$ cat src/rtl/rr_mux_arbiter.sv
// Four-requester round-robin burst arbiter driving a registered 4:1 data mux.
// Define RR_MUX_ARB_TIMEOUT_EN to build in the idle-owner burst watchdog.
//
// state | meaning
// IDLE  | no owner; arbitrate among pending requesters starting at ptr
// BURST | requester sel owns the mux until its last beat (or watchdog expiry)
module rr_mux_arbiter #(
  parameter int WIDTH   = 32,
  parameter int TIMEOUT = 16
) (
  input  logic             clk,
  input  logic             rst,
  input  logic [3:0]       in_valid,
  input  logic [3:0]       in_last,
  input  logic [WIDTH-1:0] in_data0,
  input  logic [WIDTH-1:0] in_data1,
  input  logic [WIDTH-1:0] in_data2,
  input  logic [WIDTH-1:0] in_data3,
  output logic [3:0]       in_ready,
  output logic             out_valid,
  output logic [WIDTH-1:0] out_data,
  output logic             out_last,
  input  logic             out_ready,
  output logic [3:0]       grant,
  output logic [1:0]       sel,
  output logic             err_timeout
);

  typedef enum logic {
    IDLE  = 1'b0,
    BURST = 1'b1
  } state_t;

  state_t           state, state_nxt;
  logic [1:0]       ptr, ptr_nxt, sel_nxt;
  logic [1:0]       winner, cand;
  logic             any_req;
  logic             accept, xfer;
  logic [WIDTH-1:0] mux_data;
  logic             mux_last;
  logic             timeout_hit;

  // Descending scan so the smallest offset from ptr is the final winner.
  always_comb begin
    winner  = ptr;
    cand    = ptr;
    any_req = |in_valid;
    for (int k = 3; k >= 0; k--) begin
      cand = ptr + 2'(k);
      if (in_valid[cand]) winner = cand;
    end
  end

  always_comb begin
    mux_data = in_data0;
    case (sel)
      2'd0: mux_data = in_data0;
      2'd1: mux_data = in_data1;
      2'd2: mux_data = in_data2;
      2'd3: mux_data = in_data3;
      default: mux_data = in_data0;
    endcase
    mux_last = in_last[sel];
  end

  assign accept   = (state == BURST) && (!out_valid || out_ready);
  assign in_ready = accept ? (4'b0001 << sel) : 4'b0000;
  assign xfer     = accept && in_valid[sel];
  assign grant    = (state == BURST) ? (4'b0001 << sel) : 4'b0000;

  always_comb begin
    state_nxt = state;
    ptr_nxt   = ptr;
    sel_nxt   = sel;
    case (state)
      IDLE: begin
        if (any_req) begin
          state_nxt = BURST;
          sel_nxt   = winner;
        end
      end
      BURST: begin
        if ((xfer && mux_last) || timeout_hit) begin
          state_nxt = IDLE;
          ptr_nxt   = sel + 2'd1;
        end
      end
      default: state_nxt = IDLE;
    endcase
  end

  always_ff @(posedge clk) begin
    if (rst) begin
      state <= IDLE;
      ptr   <= 2'd0;
      sel   <= 2'd0;
    end else begin
      state <= state_nxt;
      ptr   <= ptr_nxt;
      sel   <= sel_nxt;
    end
  end

  // Output register: a drain and a new beat in the same cycle keep out_valid high.
  always_ff @(posedge clk) begin
    if (rst) begin
      out_valid <= 1'b0;
      out_data  <= '0;
      out_last  <= 1'b0;
    end else if (xfer) begin
      out_valid <= 1'b1;
      out_data  <= mux_data;
      out_last  <= mux_last;
    end else if (out_ready) begin
      out_valid <= 1'b0;
    end
  end

`ifdef RR_MUX_ARB_TIMEOUT_EN
  localparam int CW = $clog2(TIMEOUT + 1);

  logic [CW-1:0] wd_cnt;

  assign timeout_hit = (state == BURST) && !in_valid[sel] && (wd_cnt == CW'(TIMEOUT - 1));

  always_ff @(posedge clk) begin
    if (rst) begin
      wd_cnt      <= '0;
      err_timeout <= 1'b0;
    end else begin
      err_timeout <= timeout_hit;
      if (state != BURST || xfer || timeout_hit) begin
        wd_cnt <= '0;
      end else if (!in_valid[sel]) begin
        wd_cnt <= wd_cnt + CW'(1);
      end
    end
  end
`else
  logic unused_timeout;

  assign unused_timeout = (TIMEOUT > 0);
  assign timeout_hit    = 1'b0;
  assign err_timeout    = 1'b0;
`endif

endmodule
$ cat config.mk
export PLATFORM = sky130hd
export DESIGN_NAME = rr_mux_arbiter
export DESIGN_NICKNAME = d
export VERILOG_FILES = /design/src/rtl/rr_mux_arbiter.sv
export SDC_FILE = /design/constraint.sdc
export NUM_CORES = 1
export LEC_CHECK = 0
export ABC_AREA = 1
export CAP_MARGIN = 20
export CORE_UTILIZATION = 35
export CTS_CLUSTER_DIAMETER = 50
export CTS_CLUSTER_SIZE = 12
export DETAILED_ROUTE_END_ITERATION = 10
export GPL_ROUTABILITY_DRIVEN = 0
export PLACE_DENSITY_LB_ADDON = 0.1
export SETUP_SLACK_MARGIN = 0.2
export SLEW_MARGIN = 15
export SYNTH_ARGS = -nofsm -noshare
export SYNTH_HDL_FRONTEND = slang
export SYNTH_SLANG_ARGS = --single-unit
$ cat constraint.sdc
create_clock -name clk -period 2.15 [get_ports clk]
set_input_delay 0.645 -clock clk [delete_from_list [all_inputs] [get_ports clk]]
set_output_delay 0.645 -clock clk [all_outputs]
set_load 0.02 [all_outputs]
After elaboration in Yosys (flattened, before gate mapping)
Index checks and enable logic that the tools add are counted.
- $add $sub $neg: 4
- multiplexer cells: 24
- bitwise operators: 1
- equal/unequal tests: 3
- shift-type cells: 1
- $lt $le $gt $ge: 5
- reductions and logical operators: 10
- operator list (cell ; count):
    32-bit case mux with 4 select lines ; 1
    2-bit by 3-bit < comparator with 1-bit output, second input constant ; 5
    1-bit binary-select mux with 2-bit select ; 6
    1-bit two-way mux ; 10
    2-bit two-way mux ; 4
    4-bit two-way mux ; 2
    2-bit by 1-bit adder with 2-bit output, second input constant ; 2
    2-bit adder, second input constant ; 2
    2-bit == test, second input constant ; 2
    2-bit AND reduction ; 2
    4-bit OR reduction ; 1
    1-bit by 2-bit << shifter with 4-bit output, first input constant ; 1
    1-bit logical AND ; 3
    2-bit by 1-bit == test with 1-bit output, second input constant ; 1
    2-bit logical NOT ; 1
    1-bit case mux with 2 select lines ; 1
    2-bit nonzero test ; 1
    1-bit logical NOT ; 1
    1-bit logical OR ; 1
    1-bit NOT ; 1
- register bits after elaboration: 39
- logic and storage cells: 54

Logic depth before layout (Yosys ltp)
Gate-level depths: netlist of the first run.
- depth after elaboration: 7
- depth in mapped cells: 12

Worst setup path before layout of the first run
Ideal clock, no wire load.
- path type: register to output
- from: reg sel[0]
- to: out in_ready[3]
- setup slack: -61 ps
- data required time: 1505 ps
- cell stages (with the launch flop): 6
- path buffers: 2
- arrival: 1566 ps
- cells stage by stage: dfxtp_1 ha_1 buf_2 clkbuf_1 nand2_1 nor2_1
- longest elaborated chain between the ends: 2
- RTL lines (what ; RTL line ; text):
    start: declaration ; 25 ; output logic [1:0] sel,
    start signal: assignment ; 100 ; sel <= sel_nxt;
    1-bit by 2-bit << shifter with 4-bit output ; 67 ; assign in_ready = accept ? (4'b0001 << sel) : 4'b0000;
    4-bit two-way mux ; 67 ;
    end: declaration ; 19 ; output logic [3:0] in_ready,
No other way between the ends.

Worst setup path after layout of the first run
- from: in out_ready
- to: out in_ready[0]
- longest elaborated chain between the ends: 3
- RTL lines (what ; RTL line ; text):
    start: declaration ; 23 ; input logic out_ready,
    1-bit logical OR ; 66 ; assign accept = (state == BURST) && (!out_valid || out_ready);
    1-bit logical AND ; 66 ;
    4-bit two-way mux ; 67 ;
No other way between the ends.

==> results of run 1 <==
-- report_power, final --
| group | switching (mW) | internal (mW) | leakage, nW | total [mW] |
|---|---|---|---|---|
| logic | 0.755 | 0.689 | 1.46 | 1.44 |
| registers | 0.0594 | 0.819 | 0.321 | 0.878 |
| clock network | 0.259 | 0.376 | 0.0612 | 0.635 |
-- path summary, 6_finish.rpt --
kind / end / slack (ps) / cells after the start
worst max-delay path: in_ready[0] / 230 / 4
worst min-delay path: out_last$_SDFFE_PP0P_ / 480 / 2
worst max register to register: out_data[1]$_SDFFE_PP0P_ / 320 / 7
worst min register to register: out_last$_SDFFE_PP0P_ / 480 / 2
-- area by class of cell --
class	instances	area, µm²
flip-flops and latches	39	783
clock buffers	6	82.6
multi-input cells	308	1610
well taps	99	124
inverters	21	83.8
clock inverters	2	35.0
repair buffers	200	2000
fillers	681	2500
-- flip-flops by register name, indices dropped and copies added (netlist names) --
| signal | flops |
|---|---|
| out_data | 32 |
| out_last | 1 |
| state | 1 |
| out_valid | 1 |
| sel | 2 |
| ptr | 2 |
-- critical path: cells and delay by family --
kind / cells / cell delay [ps]
buffers and inverters: 2 / 410
and+or+nand+nor: 2 / 220
-- logic make-up after synthesis --
| family | count (synthesis) | synth area share, % |
|---|---|---|
| and+or+nand+nor | 189 | 29.2 |
| other | 1 | 0.145 |
| AOI/OAI and AO/OA | 114 | 29.2 |
| adders and majority gates | 4 | 1.93 |
| DFF | 39 | 30.1 |
| buffers and inverters | 53 | 9.41 |
-- metrics by stage --
stage | utilization, % | cells | setup TNS [ps] | power [mW]
global placement | 62.9 | 663 | -8440 | 2.28
finish | 65.4 | 675 | 0 | 2.96
global route | 65.4 | 675 | 0 | 3.14
CTS | 64.3 | 672 | 0 | 2.94
floorplan | - | 400 | 0 | 1.67
detailed placement | 62.9 | 663 | -10050 | 2.31
-- placed cells by master, fill, tap and decap left out, types with 2 or more instances in the layout --
master / instances
sky130_fd_sc_hd__a211oi_1: 11
sky130_fd_sc_hd__a211oi_2: 21
sky130_fd_sc_hd__a21oi_1: 39
sky130_fd_sc_hd__buf_12: 4
sky130_fd_sc_hd__buf_2: 5
sky130_fd_sc_hd__buf_4: 13
sky130_fd_sc_hd__buf_6: 3
sky130_fd_sc_hd__clkbuf_8: 6
sky130_fd_sc_hd__clkdlybuf4s50_1: 169
sky130_fd_sc_hd__dfxtp_1: 37
sky130_fd_sc_hd__dfxtp_2: 2
sky130_fd_sc_hd__dlygate4sd2_1: 3
sky130_fd_sc_hd__ha_1: 3
sky130_fd_sc_hd__inv_1: 19
sky130_fd_sc_hd__inv_4: 2
sky130_fd_sc_hd__nand2_1: 100
sky130_fd_sc_hd__nand2_2: 3
sky130_fd_sc_hd__nand3_1: 39
sky130_fd_sc_hd__nor2_1: 42
sky130_fd_sc_hd__nor2_2: 3
sky130_fd_sc_hd__nor2_4: 2
sky130_fd_sc_hd__o21ai_0: 38
-- routing by layer --
| layer | vias up | track usage, % | share of wire, % |
|---|---|---|---|
| li1 | 1695 | - | - |
| met1 | 1526 | 26.4 | 40 |
| met3 | 10 | 5.47 | 8.4 |
| met4 | 0 | 5.57 | 1.0 |
| met2 | 130 | 42.1 | 50 |
| met5 | - | 0 | 0 |
-- what timing repair did --
action	in CTS	in global routing
resized for setup	39	14
setup buffers	1	2
cloned	0	1
pin swaps	1	0
endpoints found under the setup margin	47	32
==> flow_summary.html, run 1 <==
<table>
<tr><th>Metric</th><th>Value</th></tr>
<tr><th colspan="2">Place</th></tr>
<tr><td>Post-DP HPWL</td><td>6830 µm</td></tr>
<tr><td>Port-buffer cells</td><td>182</td></tr>
<tr><td>Worst setup timing slack at the placement stage</td><td>-567 ps</td></tr>
<tr><td>Standard cell area after detailed placement</td><td>0.00454 mm²</td></tr>
<tr><th colspan="2">Yosys</th></tr>
<tr><td>Post-synth top area share</td><td>30.1%</td></tr>
<tr><td>Most frequently used flop master after synthesis</td><td>sky130_fd_sc_hd__dfxtp_1</td></tr>
<tr><td>Portion of the post-synthesis area used by sequential elements</td><td>30.1%</td></tr>
<tr><td>Library cell occupying the most area in the post-synthesis netlist</td><td>sky130_fd_sc_hd__dfxtp_1</td></tr>
<tr><td>Post-synthesis average cell area</td><td>approximately 6.5 µm²</td></tr>
<tr><td>Dominant cell by count in the synthesized netlist</td><td>sky130_fd_sc_hd__nand2_1</td></tr>
<tr><td>Number of synthesized flops with an enable pin</td><td>0</td></tr>
<tr><td>Unique masters post-synth</td><td>20</td></tr>
<tr><td>Async SR Flop Fraction</td><td>0%</td></tr>
<tr><td>Synthesized area</td><td>~0.0026 mm²</td></tr>
<tr><td>Cell types occupying the most area after synthesis</td><td>sky130_fd_sc_hd__dfxtp_1, sky130_fd_sc_hd__nand2_1, sky130_fd_sc_hd__a211oi_2, sky130_fd_sc_hd__a21oi_1, sky130_fd_sc_hd__nand3_1</td></tr>
<tr><td>Net count of the mapped netlist</td><td>543</td></tr>
<tr><td>Gate count after technology mapping</td><td>400</td></tr>
<tr><td>FF+latch count, synth</td><td>39</td></tr>
<tr><td>Most numerous cell types in the synthesized netlist</td><td>sky130_fd_sc_hd__nand2_1, sky130_fd_sc_hd__nor2_1</td></tr>
<tr><td>Synth Warn #</td><td>0</td></tr>
<tr><th colspan="2">Detailed routing</th></tr>
<tr><td>Post-route DRC</td><td>0</td></tr>
<tr><td>Routed len/inst</td><td>14.0 µm</td></tr>
<tr><td>Via count</td><td>about 3,400</td></tr>
<tr><td>Pre-Repair DR Iteration Count</td><td>4</td></tr>
<tr><td>Sum of routed wire length over all layers</td><td>9440 µm</td></tr>
<tr><td>Detailed Route Iter0 Violations</td><td>70</td></tr>
<tr><td>Average vias per placed instance</td><td>between 4 and 5</td></tr>
<tr><td>Count of antenna-violating nets left after detailed routing</td><td>0</td></tr>
<tr><th colspan="2">STA</th></tr>
<tr><td>Final number of max-transition violations</td><td>0</td></tr>
<tr><td>Count of final setup violators</td><td>0</td></tr>
<tr><td>Worst hold slack</td><td>482 ps</td></tr>
<tr><td>Skew final</td><td>4.20 ps</td></tr>
<tr><td>Max frequency</td><td>between 500 and 600 MHz</td></tr>
<tr><td>Transition time at the pin with the least slew margin</td><td>483 ps</td></tr>
<tr><td>Final critical-path required period</td><td>roughly 1900 ps</td></tr>
<tr><td>Number of hold-slack violations in the final timing report</td><td>0</td></tr>
<tr><td>Setup slack after layout</td><td>226 ps</td></tr>
<tr><td>Fraction of the cycle the final worst path needs</td><td>89.5%</td></tr>
<tr><td>Relative slew slack</td><td>67.4%</td></tr>
<tr><td>Setup repair after global routing missed its margin</td><td>yes</td></tr>
<tr><th colspan="2">Floorplan</th></tr>
<tr><td>Die Y-Extent</td><td>88.1 µm</td></tr>
<tr><td>Starting utilization of the core area</td><td>35.9%</td></tr>
<tr><td>Horizontal die dimension</td><td>88.1 µm</td></tr>
<tr><td>Boundary Pins</td><td>184</td></tr>
<tr><td>Die Outline Area</td><td>0.00776 mm²</td></tr>
<tr><td>Site row count</td><td>31</td></tr>
<tr><td>Core area</td><td>0.00721 mm²</td></tr>
<tr><th colspan="2">Global routing</th></tr>
<tr><td>Maximum number of pins on one net before global-route repair</td><td>34</td></tr>
<tr><td>Total Routing Usage GR</td><td>22.8%</td></tr>
<tr><td>Initial antenna violation count</td><td>0</td></tr>
<tr><td>Wire length of the first global-routing pass</td><td>13,800 µm</td></tr>
<tr><td>Grt ovf</td><td>0</td></tr>
<tr><td>Number of global-route vias before repair</td><td>about 3,000</td></tr>
<tr><th colspan="2">Flow run</th></tr>
<tr><td>Number of max-capacitance violations reported</td><td>0</td></tr>
<tr><th colspan="2">Cells and area</th></tr>
<tr><td>Summed area of non-filler cells in the final layout</td><td>about 0.0047 mm²</td></tr>
<tr><td># diodes</td><td>0</td></tr>
<tr><td>Share of cells above drive strength 1</td><td>12.0%</td></tr>
<tr><td>Net count of the finished layout</td><td>approximately 720</td></tr>
<tr><td>Area growth from synthesis to final layout</td><td>81.9%</td></tr>
<tr><th colspan="2">Critical path</th></tr>
<tr><td>Most numerous cell on the critical path</td><td>sky130_fd_sc_hd__nor2_4</td></tr>
<tr><td>Startpoint of the worst register-to-register path</td><td>sel[1]$_SDFFE_PP0P_</td></tr>
<tr><td>Category of the worst setup path capture point</td><td>output port</td></tr>
<tr><td>Class of the most critical setup path</td><td>in -&gt; out</td></tr>
<tr><td>Largest stage delay on the critical path</td><td>260 ps</td></tr>
<tr><td>Required time of the critical path</td><td>1500 ps</td></tr>
<tr><td>Cell type of the slowest stage on the worst timing path</td><td>sky130_fd_sc_hd__dlygate4sd2_1</td></tr>
<tr><td>Cell breakdown of the critical path</td><td>dlygate4sd2_1, nor2_4, nor2_4, buf_4</td></tr>
<tr><td>Arrival time worst endpoint</td><td>between 1000 and 1500 ps</td></tr>
<tr><td>Critical-path maximum fanout</td><td>5</td></tr>
<tr><td>Crit path from</td><td>out_ready</td></tr>
<tr><td>Critical Path Source Type</td><td>primary input</td></tr>
<tr><th colspan="2">Pwr</th></tr>
<tr><td>IR drop worst, VDD</td><td>0.000342 V</td></tr>
<tr><td>Power Density</td><td>approximately 630 mW/mm²</td></tr>
<tr><td>Leakage power</td><td>approximately 1.8 nW</td></tr>
<tr><th colspan="2">Clock tree</th></tr>
<tr><td>Clock sink count</td><td>39</td></tr>
<tr><td>CTS tree</td><td>done</td></tr>
<tr><td>CTS HTree Levels</td><td>2</td></tr>
<tr><td>Clock latency on the worst-skew pair</td><td>slightly below 300 ps</td></tr>
<tr><td>Hold-fix buffers, CTS</td><td>0</td></tr>
<tr><td>Reg clk slew, reported paths</td><td>about 80 ps</td></tr>
<tr><td>CTS root buf</td><td>sky130_fd_sc_hd__clkbuf_8</td></tr>
<tr><td>Cts bufs inserted</td><td>5</td></tr>
<tr><td>Clk buf depth</td><td>2</td></tr>
<tr><th colspan="2">Hold path</th></tr>
<tr><td>Worst min path class</td><td>reg -&gt; reg</td></tr>
<tr><td>Launch point of the worst hold path</td><td>out_last$_SDFFE_PP0P_</td></tr>
<tr><th colspan="2">Status</th></tr>
<tr><td>Run status</td><td>completed</td></tr>
</table>
No activity file was read; power rests on OpenSTA's default activity.
==> run 2: changes to the inputs <==
--- a/config.mk
+++ b/config.mk
@@ -9,10 +9,11 @@
 export CAP_MARGIN = 20
 export CORE_UTILIZATION = 35
 export CTS_CLUSTER_DIAMETER = 50
-export CTS_CLUSTER_SIZE = 12
+export CTS_CLUSTER_SIZE = 8
 export DETAILED_ROUTE_END_ITERATION = 10
 export GPL_ROUTABILITY_DRIVEN = 0
 export PLACE_DENSITY_LB_ADDON = 0.1
+export RECOVER_POWER = 100
 export SETUP_SLACK_MARGIN = 0.2
 export SLEW_MARGIN = 15
 export SYNTH_ARGS = -nofsm -noshare
==> flow_summary.html, run 2 (synthesis results as in run 1) <==
<table>
<tr><th>Metric</th><th>Value</th></tr>
<tr><th colspan="2">Clock tree</th></tr>
<tr><td>CTS tree</td><td>done</td></tr>
<tr><td>Clock latency on the worst-skew pair</td><td>290 ps (about the same)</td></tr>
<tr><td>Clk buf depth</td><td>2 (unchanged)</td></tr>
<tr><td>Clock sink count</td><td>39 (unchanged)</td></tr>
<tr><td>Hold-fix buffers, CTS</td><td>0 (unchanged)</td></tr>
<tr><td>CTS root buf</td><td>sky130_fd_sc_hd__clkbuf_8</td></tr>
<tr><td>CTS HTree Levels</td><td>2 (unchanged)</td></tr>
<tr><td>Cts bufs inserted</td><td>5 (unchanged)</td></tr>
<tr><td>Reg clk slew, reported paths</td><td>80 ps (about the same)</td></tr>
<tr><th colspan="2">Detailed routing</th></tr>
<tr><td>Post-route DRC</td><td>0 (unchanged)</td></tr>
<tr><td>Pre-Repair DR Iteration Count</td><td>5 (+1)</td></tr>
<tr><td>Average vias per placed instance</td><td>4.99 (+0.21%)</td></tr>
<tr><td>Via count</td><td>3,368 (+0.21%)</td></tr>
<tr><td>Sum of routed wire length over all layers</td><td>9460 µm (+0.18%)</td></tr>
<tr><td>Detailed Route Iter0 Violations</td><td>66 (-5.7%)</td></tr>
<tr><td>Count of antenna-violating nets left after detailed routing</td><td>0 (unchanged)</td></tr>
<tr><td>Routed len/inst</td><td>14.0 µm (+0.18%)</td></tr>
<tr><th colspan="2">Cells and area</th></tr>
<tr><td>Leading registers by flop count</td><td>out_data (32), ptr (2), sel (2)</td></tr>
<tr><td>Area growth from synthesis to final layout</td><td>81.2%</td></tr>
<tr><td># diodes</td><td>0 (unchanged)</td></tr>
<tr><td>Reg with most FFs</td><td>out_data</td></tr>
<tr><td>Share of cells above drive strength 1</td><td>11.1% (-0.87 points)</td></tr>
<tr><td>Commonest cells after routing, fill and taps aside</td><td>sky130_fd_sc_hd__clkdlybuf4s50_1, sky130_fd_sc_hd__nand2_1, sky130_fd_sc_hd__nor2_1</td></tr>
<tr><td>Net count of the finished layout</td><td>718 (unchanged)</td></tr>
<tr><td>Post-route non-filler standard cell count</td><td>675 (unchanged)</td></tr>
<tr><td>Fill cell instance count of the final layout</td><td>687 (+0.88%)</td></tr>
<tr><td>Largest register FFs</td><td>32 (unchanged)</td></tr>
<tr><td>Summed area of non-filler cells in the final layout</td><td>0.00470 mm² (-0.40%)</td></tr>
<tr><td>Leading cell type in the layout, fill and taps excluded</td><td>sky130_fd_sc_hd__clkdlybuf4s50_1</td></tr>
<tr><th colspan="2">Pwr</th></tr>
<tr><td>Switching Fraction</td><td>36.4% (+0.082 points)</td></tr>
<tr><td>IR drop worst, VDD</td><td>0.000339 V (-0.89%)</td></tr>
<tr><td>Fraction of power consumed by sequential logic</td><td>29.7% (about the same)</td></tr>
<tr><td>Final Power</td><td>2.95 mW (-0.28%)</td></tr>
<tr><td>Clock Power Share</td><td>21.5% (about the same)</td></tr>
<tr><td>Internal Dissipation</td><td>1.88 mW (-0.41%)</td></tr>
<tr><td>Power spent charging and discharging nets</td><td>1.07 mW (about the same)</td></tr>
<tr><td>Comb pwr share</td><td>48.7% (about the same)</td></tr>
<tr><td>Leakage power</td><td>1.82 nW (-1.1%)</td></tr>
<tr><td>Power Density</td><td>628 mW/mm² (+0.12%)</td></tr>
<tr><th colspan="2">STA</th></tr>
<tr><td>Count of final setup violators</td><td>0 (unchanged)</td></tr>
<tr><td>Skew final</td><td>4.20 ps (-0.00630 ps)</td></tr>
<tr><td>Total negative slack</td><td>0 ps (unchanged)</td></tr>
<tr><td>Transition time at the pin with the least slew margin</td><td>482 ps (-0.874 ps)</td></tr>
<tr><td>Max frequency</td><td>511 MHz (-1.7%)</td></tr>
<tr><td>Worst hold slack</td><td>483 ps (+1.34 ps)</td></tr>
<tr><td>Final critical-path required period</td><td>1960 ps (+32.6 ps)</td></tr>
<tr><td>Number of hold-slack violations in the final timing report</td><td>0 (unchanged)</td></tr>
<tr><td>Final number of max-transition violations</td><td>0 (unchanged)</td></tr>
<tr><td>Setup repair after global routing missed its margin</td><td>yes</td></tr>
<tr><td>Relative slew slack</td><td>67.4% (about the same)</td></tr>
<tr><td>Fraction of the cycle the final worst path needs</td><td>91.0% (+1.5 points)</td></tr>
<tr><th colspan="2">Critical path</th></tr>
<tr><td>R2r setup slk</td><td>300 ps (-20 ps)</td></tr>
<tr><td>Category of the worst setup path capture point</td><td>output port</td></tr>
<tr><td>Startpoint of the worst register-to-register path</td><td>sel[0]$_SDFFE_PP0P_</td></tr>
<tr><td>Critical Path Source Type</td><td>register</td></tr>
<tr><td>Critical-path maximum fanout</td><td>4 (-1)</td></tr>
<tr><td>Crit path from</td><td>sel[0]$_SDFFE_PP0P_</td></tr>
<tr><td>Arrival time worst endpoint</td><td>1310 ps (+30 ps)</td></tr>
<tr><td>Required time of the critical path</td><td>1500 ps (about the same)</td></tr>
<tr><td>Class of the most critical setup path</td><td>reg -&gt; out</td></tr>
<tr><th colspan="2">Floorplan</th></tr>
<tr><td>Horizontal die dimension</td><td>88.1 µm (unchanged)</td></tr>
<tr><td>Site row count</td><td>31 (unchanged)</td></tr>
<tr><td>Die Y-Extent</td><td>88.1 µm (unchanged)</td></tr>
<tr><td>Boundary Pins</td><td>184 (unchanged)</td></tr>
<tr><td>Starting utilization of the core area</td><td>35.9% (unchanged)</td></tr>
<tr><td>Die Outline Area</td><td>0.00776 mm² (unchanged)</td></tr>
<tr><td>Core area</td><td>0.00721 mm² (unchanged)</td></tr>
<tr><th colspan="2">Place</th></tr>
<tr><td>Standard cell area after detailed placement</td><td>0.00454 mm² (unchanged)</td></tr>
<tr><td>Post-DP HPWL</td><td>6830 µm (unchanged)</td></tr>
<tr><td>DP Cell Count</td><td>663 (unchanged)</td></tr>
<tr><td>Port-buffer cells</td><td>182 (unchanged)</td></tr>
<tr><th colspan="2">Global routing</th></tr>
<tr><td>Grt ovf</td><td>0 (unchanged)</td></tr>
<tr><td>Wire length of the first global-routing pass</td><td>13,800 µm (unchanged)</td></tr>
<tr><td>Maximum number of pins on one net before global-route repair</td><td>34 (unchanged)</td></tr>
<tr><td>Number of global-route vias before repair</td><td>2,922 (unchanged)</td></tr>
<tr><td>Initial antenna violation count</td><td>0 (unchanged)</td></tr>
<tr><td>Total Routing Usage GR</td><td>22.8% (unchanged)</td></tr>
<tr><th colspan="2">Flow run</th></tr>
<tr><td>Number of max-capacitance violations reported</td><td>0 (unchanged)</td></tr>
<tr><th colspan="2">Status</th></tr>
<tr><td>Run status</td><td>completed</td></tr>
<tr><th colspan="2">Hold path</th></tr>
<tr><td>Launch point of the worst hold path</td><td>out_last$_SDFFE_PP0P_</td></tr>
<tr><td>Worst min path class</td><td>reg -&gt; reg</td></tr>
</table>
## run 2: cell types whose count changed in the layout (fill, tap and decap cells not counted), sizes merged
cell | before | now
buf | 25 | 24
dlymetal6s2s | 1 | 0
clkdlybuf4s50 | 169 | 166
clkbuf | 8 | 10
dlygate4sd3 | 0 | 3
## run 2: repair_timing
item | in CTS | in global routing
buffers inserted | 1 | 2
pin swaps | 1 | 0
resized for setup | 39 | 14
endpoints found under the setup margin | 47 | 32
cloned | 0 | 1
## run 2: final timing paths
path / cells after the start / end
hold reg to reg: 2 / out_last$_SDFFE_PP0P_
setup reg to reg: 7 / out_data[1]$_SDFFE_PP0P_
setup / recovery: 4 / grant[3]
hold / removal: 2 / out_last$_SDFFE_PP0P_
## run 2: critical path, stage by stage, from the launching register on
cell,delay [ps]
sky130_fd_sc_hd__dfxtp_1,440
sky130_fd_sc_hd__ha_1,200
sky130_fd_sc_hd__nand2_1,90
sky130_fd_sc_hd__inv_1,70
sky130_fd_sc_hd__clkbuf_1,230
## run 2: routing by layer
metal  routed length, µm  GRT usage, %  up-vias  part of all wire, %
li1                    -             -     1695                    -
met1                3810          26.4     1525                   40
met2                4730          42.1      138                   50
met3                 810          5.47       10                  8.6
met4                 103          5.57        0                  1.1
met5                   0             0        -                    0
## run 2: area by class of cell
cell class                      count  area (µm²)  share of cell area (%)
Sequential cell                    39         781                    16.6
Clock inverter                      2        35.0                   0.746
Clock buffer                        6        82.6                    1.76
Inverter                           21        83.8                    1.78
Multi-Input combinational cell    308        1610                    34.2
Timing Repair Buffer              200        1980                    42.2
Tap cell                           99         124                    2.64
## run 2: power by group through the flow
stage | clock [mW] | sequential (mW) | combinational (mW)
finish | 0.634 | 0.877 | 1.44
global route | 0.674 | 0.890 | 1.57
CTS | 0.647 | 0.878 | 1.41
detailed placement | 0 | 0.894 | 1.41
global placement | 0 | 0.888 | 1.39
floorplan | 0 | 0.999 | 0.668
## run 2: stage by stage
step / utilization [%] / setup WS [ps]
CTS: 64.3 / 218
global placement: 62.9 / -528
floorplan: - / 150
global route: 65.1 / 77.3
detailed placement: 62.9 / -567
finish: 65.1 / 193
